--- src/rtl/uart_tx_arbiter.sv ---
// Round-robin arbiter that shares one UART byte serializer among N_REQ clients.
// A grant is held for a whole packet. It is released early when MAX_PKT bytes
// have been sent, and it is revoked (pkt_abort) on a client stall or when the
// serializer never raises busy.
module uart_tx_arbiter #(
    parameter int N_REQ    = 4,
    parameter int MAX_PKT  = 16,
    parameter int STALL_TO = 64,
    parameter int BUSY_TO  = 8
) (
    input  logic               clk,
    input  logic               rst_n,
    input  logic [N_REQ-1:0]   req_valid,
    input  logic [8*N_REQ-1:0] req_data,
    input  logic [N_REQ-1:0]   req_last,
    output logic [N_REQ-1:0]   req_ready,
    output logic [7:0]         tx_data,
    output logic               tx_start,
    input  logic               tx_busy,
    output logic [N_REQ-1:0]   grant,
    output logic               pkt_abort
);

    localparam int PW = (N_REQ > 1) ? $clog2(N_REQ) : 1;

    localparam logic [2:0] S_IDLE      = 3'd0;
    localparam logic [2:0] S_SEND      = 3'd1;
    localparam logic [2:0] S_LAUNCH    = 3'd2;
    localparam logic [2:0] S_WAIT_BUSY = 3'd3;
    localparam logic [2:0] S_WAIT_DONE = 3'd4;

    localparam logic [7:0]       MAX_PKT_B  = 8'(MAX_PKT);
    localparam logic [7:0]       STALL_LAST = 8'(STALL_TO - 1);
    localparam logic [3:0]       BUSY_LAST  = 4'(BUSY_TO - 1);
    localparam logic [N_REQ-1:0] ONE_HOT0   = N_REQ'(1);

    logic [2:0]    state;
    logic [PW-1:0] rr_ptr;      // last winner; doubles as index of current owner
    logic [7:0]    byte_cnt;
    logic [7:0]    stall_cnt;
    logic [3:0]    busy_cnt;
    logic          last_flag;

    logic [7:0]    data_arr [N_REQ];
    logic          win_found;
    logic [PW-1:0] win_idx;
    logic [PW-1:0] cand;

    // Split the flat data bus into one byte per client.
    for (genvar i = 0; i < N_REQ; i++) begin : g_lane
        assign data_arr[i] = req_data[8*i +: 8];
    end

    // Owner view: rr_ptr equals the granted index for the whole grant.
    logic       g_valid;
    logic       g_last;
    logic [7:0] g_data;
    assign g_valid = req_valid[rr_ptr];
    assign g_last  = req_last[rr_ptr];
    assign g_data  = data_arr[rr_ptr];

    assign tx_start  = (state == S_LAUNCH);
    assign req_ready = (state == S_SEND && !tx_busy) ? grant : '0;

    // Round-robin search starting just after the previous winner.
    always_comb begin
        win_found = 1'b0;
        win_idx   = '0;
        cand      = '0;
        for (int k = 1; k <= N_REQ; k++) begin
            cand = PW'((int'(rr_ptr) + k) % N_REQ);
            if (!win_found && req_valid[cand]) begin
                win_found = 1'b1;
                win_idx   = cand;
            end
        end
    end

    // Grant / byte sequencing FSM with stall and busy watchdogs.
    always_ff @(posedge clk or negedge rst_n) begin
        if (!rst_n) begin
            state     <= S_IDLE;
            grant     <= '0;
            rr_ptr    <= PW'(N_REQ - 1);
            byte_cnt  <= '0;
            stall_cnt <= '0;
            busy_cnt  <= '0;
            last_flag <= 1'b0;
            tx_data   <= '0;
            pkt_abort <= 1'b0;
        end else begin
            pkt_abort <= 1'b0;
            case (state)
                S_IDLE: begin
                    if (win_found) begin
                        grant     <= ONE_HOT0 << win_idx;
                        rr_ptr    <= win_idx;
                        byte_cnt  <= '0;
                        stall_cnt <= '0;
                        state     <= S_SEND;
                    end else begin
                        grant <= '0;
                    end
                end
                S_SEND: begin
                    // A busy serializer (e.g. after reset) freezes both handshake and stall timer.
                    if (!tx_busy) begin
                        if (g_valid) begin
                            tx_data   <= g_data;
                            last_flag <= g_last || (byte_cnt + 8'd1 == MAX_PKT_B);
                            byte_cnt  <= byte_cnt + 8'd1;
                            stall_cnt <= '0;
                            state     <= S_LAUNCH;
                        end else if (stall_cnt == STALL_LAST) begin
                            pkt_abort <= 1'b1;
                            grant     <= '0;
                            state     <= S_IDLE;
                        end else begin
                            stall_cnt <= stall_cnt + 8'd1;
                        end
                    end
                end
                S_LAUNCH: begin
                    busy_cnt <= '0;
                    state    <= S_WAIT_BUSY;
                end
                S_WAIT_BUSY: begin
                    if (tx_busy) begin
                        state <= S_WAIT_DONE;
                    end else if (busy_cnt == BUSY_LAST) begin
                        pkt_abort <= 1'b1;
                        grant     <= '0;
                        state     <= S_IDLE;
                    end else begin
                        busy_cnt <= busy_cnt + 4'd1;
                    end
                end
                S_WAIT_DONE: begin
                    if (!tx_busy) begin
                        if (last_flag) begin
                            grant <= '0;
                            state <= S_IDLE;
                        end else begin
                            state <= S_SEND;
                        end
                    end
                end
                default: begin
                    grant <= '0;
                    state <= S_IDLE;
                end
            endcase
        end
    end

endmodule

--- config.mk ---
export PLATFORM = sky130hd
export DESIGN_NAME = uart_tx_arbiter
export DESIGN_NICKNAME = d
export VERILOG_FILES = /design/src/rtl/uart_tx_arbiter.sv
export SDC_FILE = /design/constraint.sdc
export NUM_CORES = 1
export LEC_CHECK = 0
export ABC_CLOCK_PERIOD_IN_PS = 4100
export CORE_AREA = 2 2 75 70
export CTS_CLUSTER_SIZE = 28
export DETAILED_ROUTE_END_ITERATION = 6
export DIE_AREA = 0 0 77 72
export PLACE_DENSITY_LB_ADDON = 0.2
export SLEW_MARGIN = 20
export SYNTH_ARGS = -nofsm -noshare
export SYNTH_HDL_FRONTEND = slang
export SYNTH_SLANG_ARGS = --single-unit
--- constraint.sdc ---
create_clock -name clk -period 4.1 [get_ports clk]
set_input_delay 0.82 -clock clk [delete_from_list [all_inputs] [get_ports clk]]
set_output_delay 0.82 -clock clk [all_outputs]
set_load 0.005 [all_outputs]
==> run summary <==
top cell type by total area after synthesis = dfrtp_1
GPL Wtd Cong = 0.857
Max VDD drop = 0.397 mV
CTS clk-pin slew, worst paths = 0.07 ns
crit path capture type = primary output
clock root buffer = clkbuf_8
status = finished clean
HP Class = register to register
Routed wire per std cell = 15.7 um
first-pass GRT wire length = 9.72 mm
clock latency at the later pin of the worst-skew pair = 0.29 ns
Area Overhead vs Synth = 28.3%
Post-CTS Setup Inserts = 0
post-DP HPWL = 4.21 mm
Max Clock Freq = 288 MHz
yosys warns = 0
Final Cycle Share = 0.847
RSZ-0062 raised after global routing = false
Post-synth EDFFs = 0
Nets = 346
Crit Path Class = input port to primary output
Initial Util = 0.528
Post-Syn Instances = 245
Post-synth top flop = dfrtp_1
CTS Hold Buffers Added = 0
count of cell types in the netlist = 58
Routed WL = 5.76 mm
Syn Area/Cell = 10.2 sq um
most frequent cell after synthesis = dfrtp_1
Clock Path Buffers = 2
WP data required = 3.28 ns
crit-path cells = clkdlybuf4s50_1 -> nor4b_2 -> and2_1 -> clkdlybuf4s50_1
largest cells by area after synthesis = dfrtp_1 37%, mux4_2 7.2%, mux2_2 4.0%
Top Ports = 61
CP Max Fanout = 8
core area = 4740 sq um
slowest CP cell = nor4b_2
final setup fails = 0
Worst path max stage delay = 0.66 ns
ys async rst share = 1.00
syn nets = 291
Seq cells post-synth = 39
row count = 24
diode count = 0
post-layout util = 0.677
crit path DAT = 2.65 ns
vias in the first global route = 2133
DR vias = 2144
DRC errors left = 0
Cell Area, Synth = 2500 sq um
Pre-Repair DR Iteration Count = 4
Post-synth top cells = 37 x dfrtp_1, 24 x nand2_1, 12 x nand3_1, 12 x o21ai_0, 11 x nor2_1
Die Ht = 72 um
CTS sink count = 39
CTS resizes = 0
Seq/Total Area, Yosys = 0.391
Iteration-0 DRC Markers = 139
PD cells = 549 nW/um^2
CTS tree = done
Sum Neg Setup Slack = 0 ns
skew final = 0.00764 ns
worst-margin pin slew = 0.898 ns
Die Area = 5540 sq um
remaining global-route overflow = 0
initial antenna violation count = 0
fraction of layout cells with a size suffix above 1 = 0.126
Port Buf Inserts = 60
vias per cell = 5.86
leakage = 1.28 nW
TritonCTS buffer count = 5
Yosys top cell area share = 0.370
GR Util All Layers = 0.219
H-tree levels = 2
most used cell, CP = clkdlybuf4s50_1
min Tclk post-route = 3.47 ns
Max Cap Violations = 0
relative slew slack = 0.401
Routed Antenna Nets = 0
endpoints failing hold = 0
Startpoint Class = input port
chip width = 77 um
fin. max-slew vios = 0
pin count of the biggest net entering global routing = 40
## flip-flops by register name (all words and copies together), names as in the netlist
signal and flops:
busy_cnt 4, rr_ptr 2, stall_cnt 8, last_flag 1, pkt_abort 1, state 3, tx_data 8, grant 4
byte_cnt 8
## layout by cell type, fill, tap and decap left out, types with 2 or more instances in the layout
cell type	synthesis	final
a21oi_1	8	8
a22o_1	2	2
a22oi_1	2	2
a32o_1	2	2
a41oi_1	3	3
and2_1	4	4
and3_1	4	4
buf_4	0	2
clkbuf_1	8	2
clkbuf_8	0	5
clkdlybuf4s50_1	0	59
dfrtp_1	37	37
dfstp_2	2	2
ha_1	3	3
inv_1	9	9
mux2_2	9	9
mux2i_1	10	10
mux4_1	2	2
mux4_2	8	8
nand2_1	24	24
nand2b_1	6	6
nand3_1	12	12
nand4_1	3	3
nor2_1	11	11
nor2b_1	3	3
nor3_1	6	6
nor4_1	3	3
nor4b_2	2	2
nor4bb_1	2	2
o211ai_1	2	2
o21ai_0	12	12
o221ai_1	5	5
o22ai_1	2	2
or2_2	2	2
or3_1	4	4
or4_1	2	2
xnor2_1	4	4
## cell families (layout without fill, tap and decap cells)
| logic type | count (synthesis) | count (layout) | synth area share |
|---|---|---|---|
| xor gates and xnor gates | 4 | 4 | 0.0140 |
| buffers and inverters | 23 | 79 | 0.0395 |
| AOI/OAI and AO/OA | 49 | 49 | 0.138 |
| muxes | 29 | 29 | 0.173 |
| and+or+nand+nor | 98 | 98 | 0.229 |
| adders and majority gates | 3 | 3 | 0.0150 |
| DFF | 39 | 39 | 0.391 |
## worst paths after layout
kind | from | endpoint | slack, ns | cells past startpoint
max reg2reg | state[1] | byte_cnt[5] | 1.43 | 5
min | stall_cnt[7] | stall_cnt[7] | 0.51 | 1
max in group asynchronous | rst_n | tx_data[2] | 2.89 | 1
min reg2reg | stall_cnt[7] | stall_cnt[7] | 0.51 | 1
max | tx_busy | req_ready[2] | 0.63 | 4
min in group asynchronous | rst_n | tx_data[0] | 0.65 | 1
## final cells by class
type,instances,area (sq um)
multi-input cells,183,1430
inverters,9,33.8
clock buffers,7,76.3
repair buffers,62,611
flip-flops and latches,39,978
fillers,397,1530
well taps,65,81.3
clock inverters,1,5.00
## through the flow
stage	hold slack, ns	area [sq um]	worst slack (ns)	std cells	power, mW
global placement	0.486	3130	0.660	358	1.50
global route	0.531	3210	0.516	366	1.89
floorplan	0.459	2500	1.83	245	1.22
finish	0.513	3210	0.629	366	1.76
detailed placement	0.499	3130	0.583	358	1.52
CTS	0.513	3210	0.571	366	1.78
## worst max-delay path, delay by kind of cell
kind	cells	cell delay (ns)
and+or+nand+nor	2	0.89
buffers and inverters	2	0.95
## metal layers
| layer | up-vias | track usage | wire, um |
|---|---|---|---|
| li1 | 1041 | - | - |
| met1 | 1043 | 0.300 | 2630 |
| met2 | 52 | 0.358 | 2770 |
| met3 | 8 | 0.0435 | 287 |
| met4 | 0 | 0.0694 | 79 |
| met5 | - | 0 | 0 |
## power breakdown
part	internal (mW)	leakage (nW)	switching, mW
combinational	0.474	0.736	0.350
clock	0.119	0.0422	0.134
sequential	0.508	0.504	0.179
total	1.10	1.28	0.664
Power figures use the tool's default switching activity.
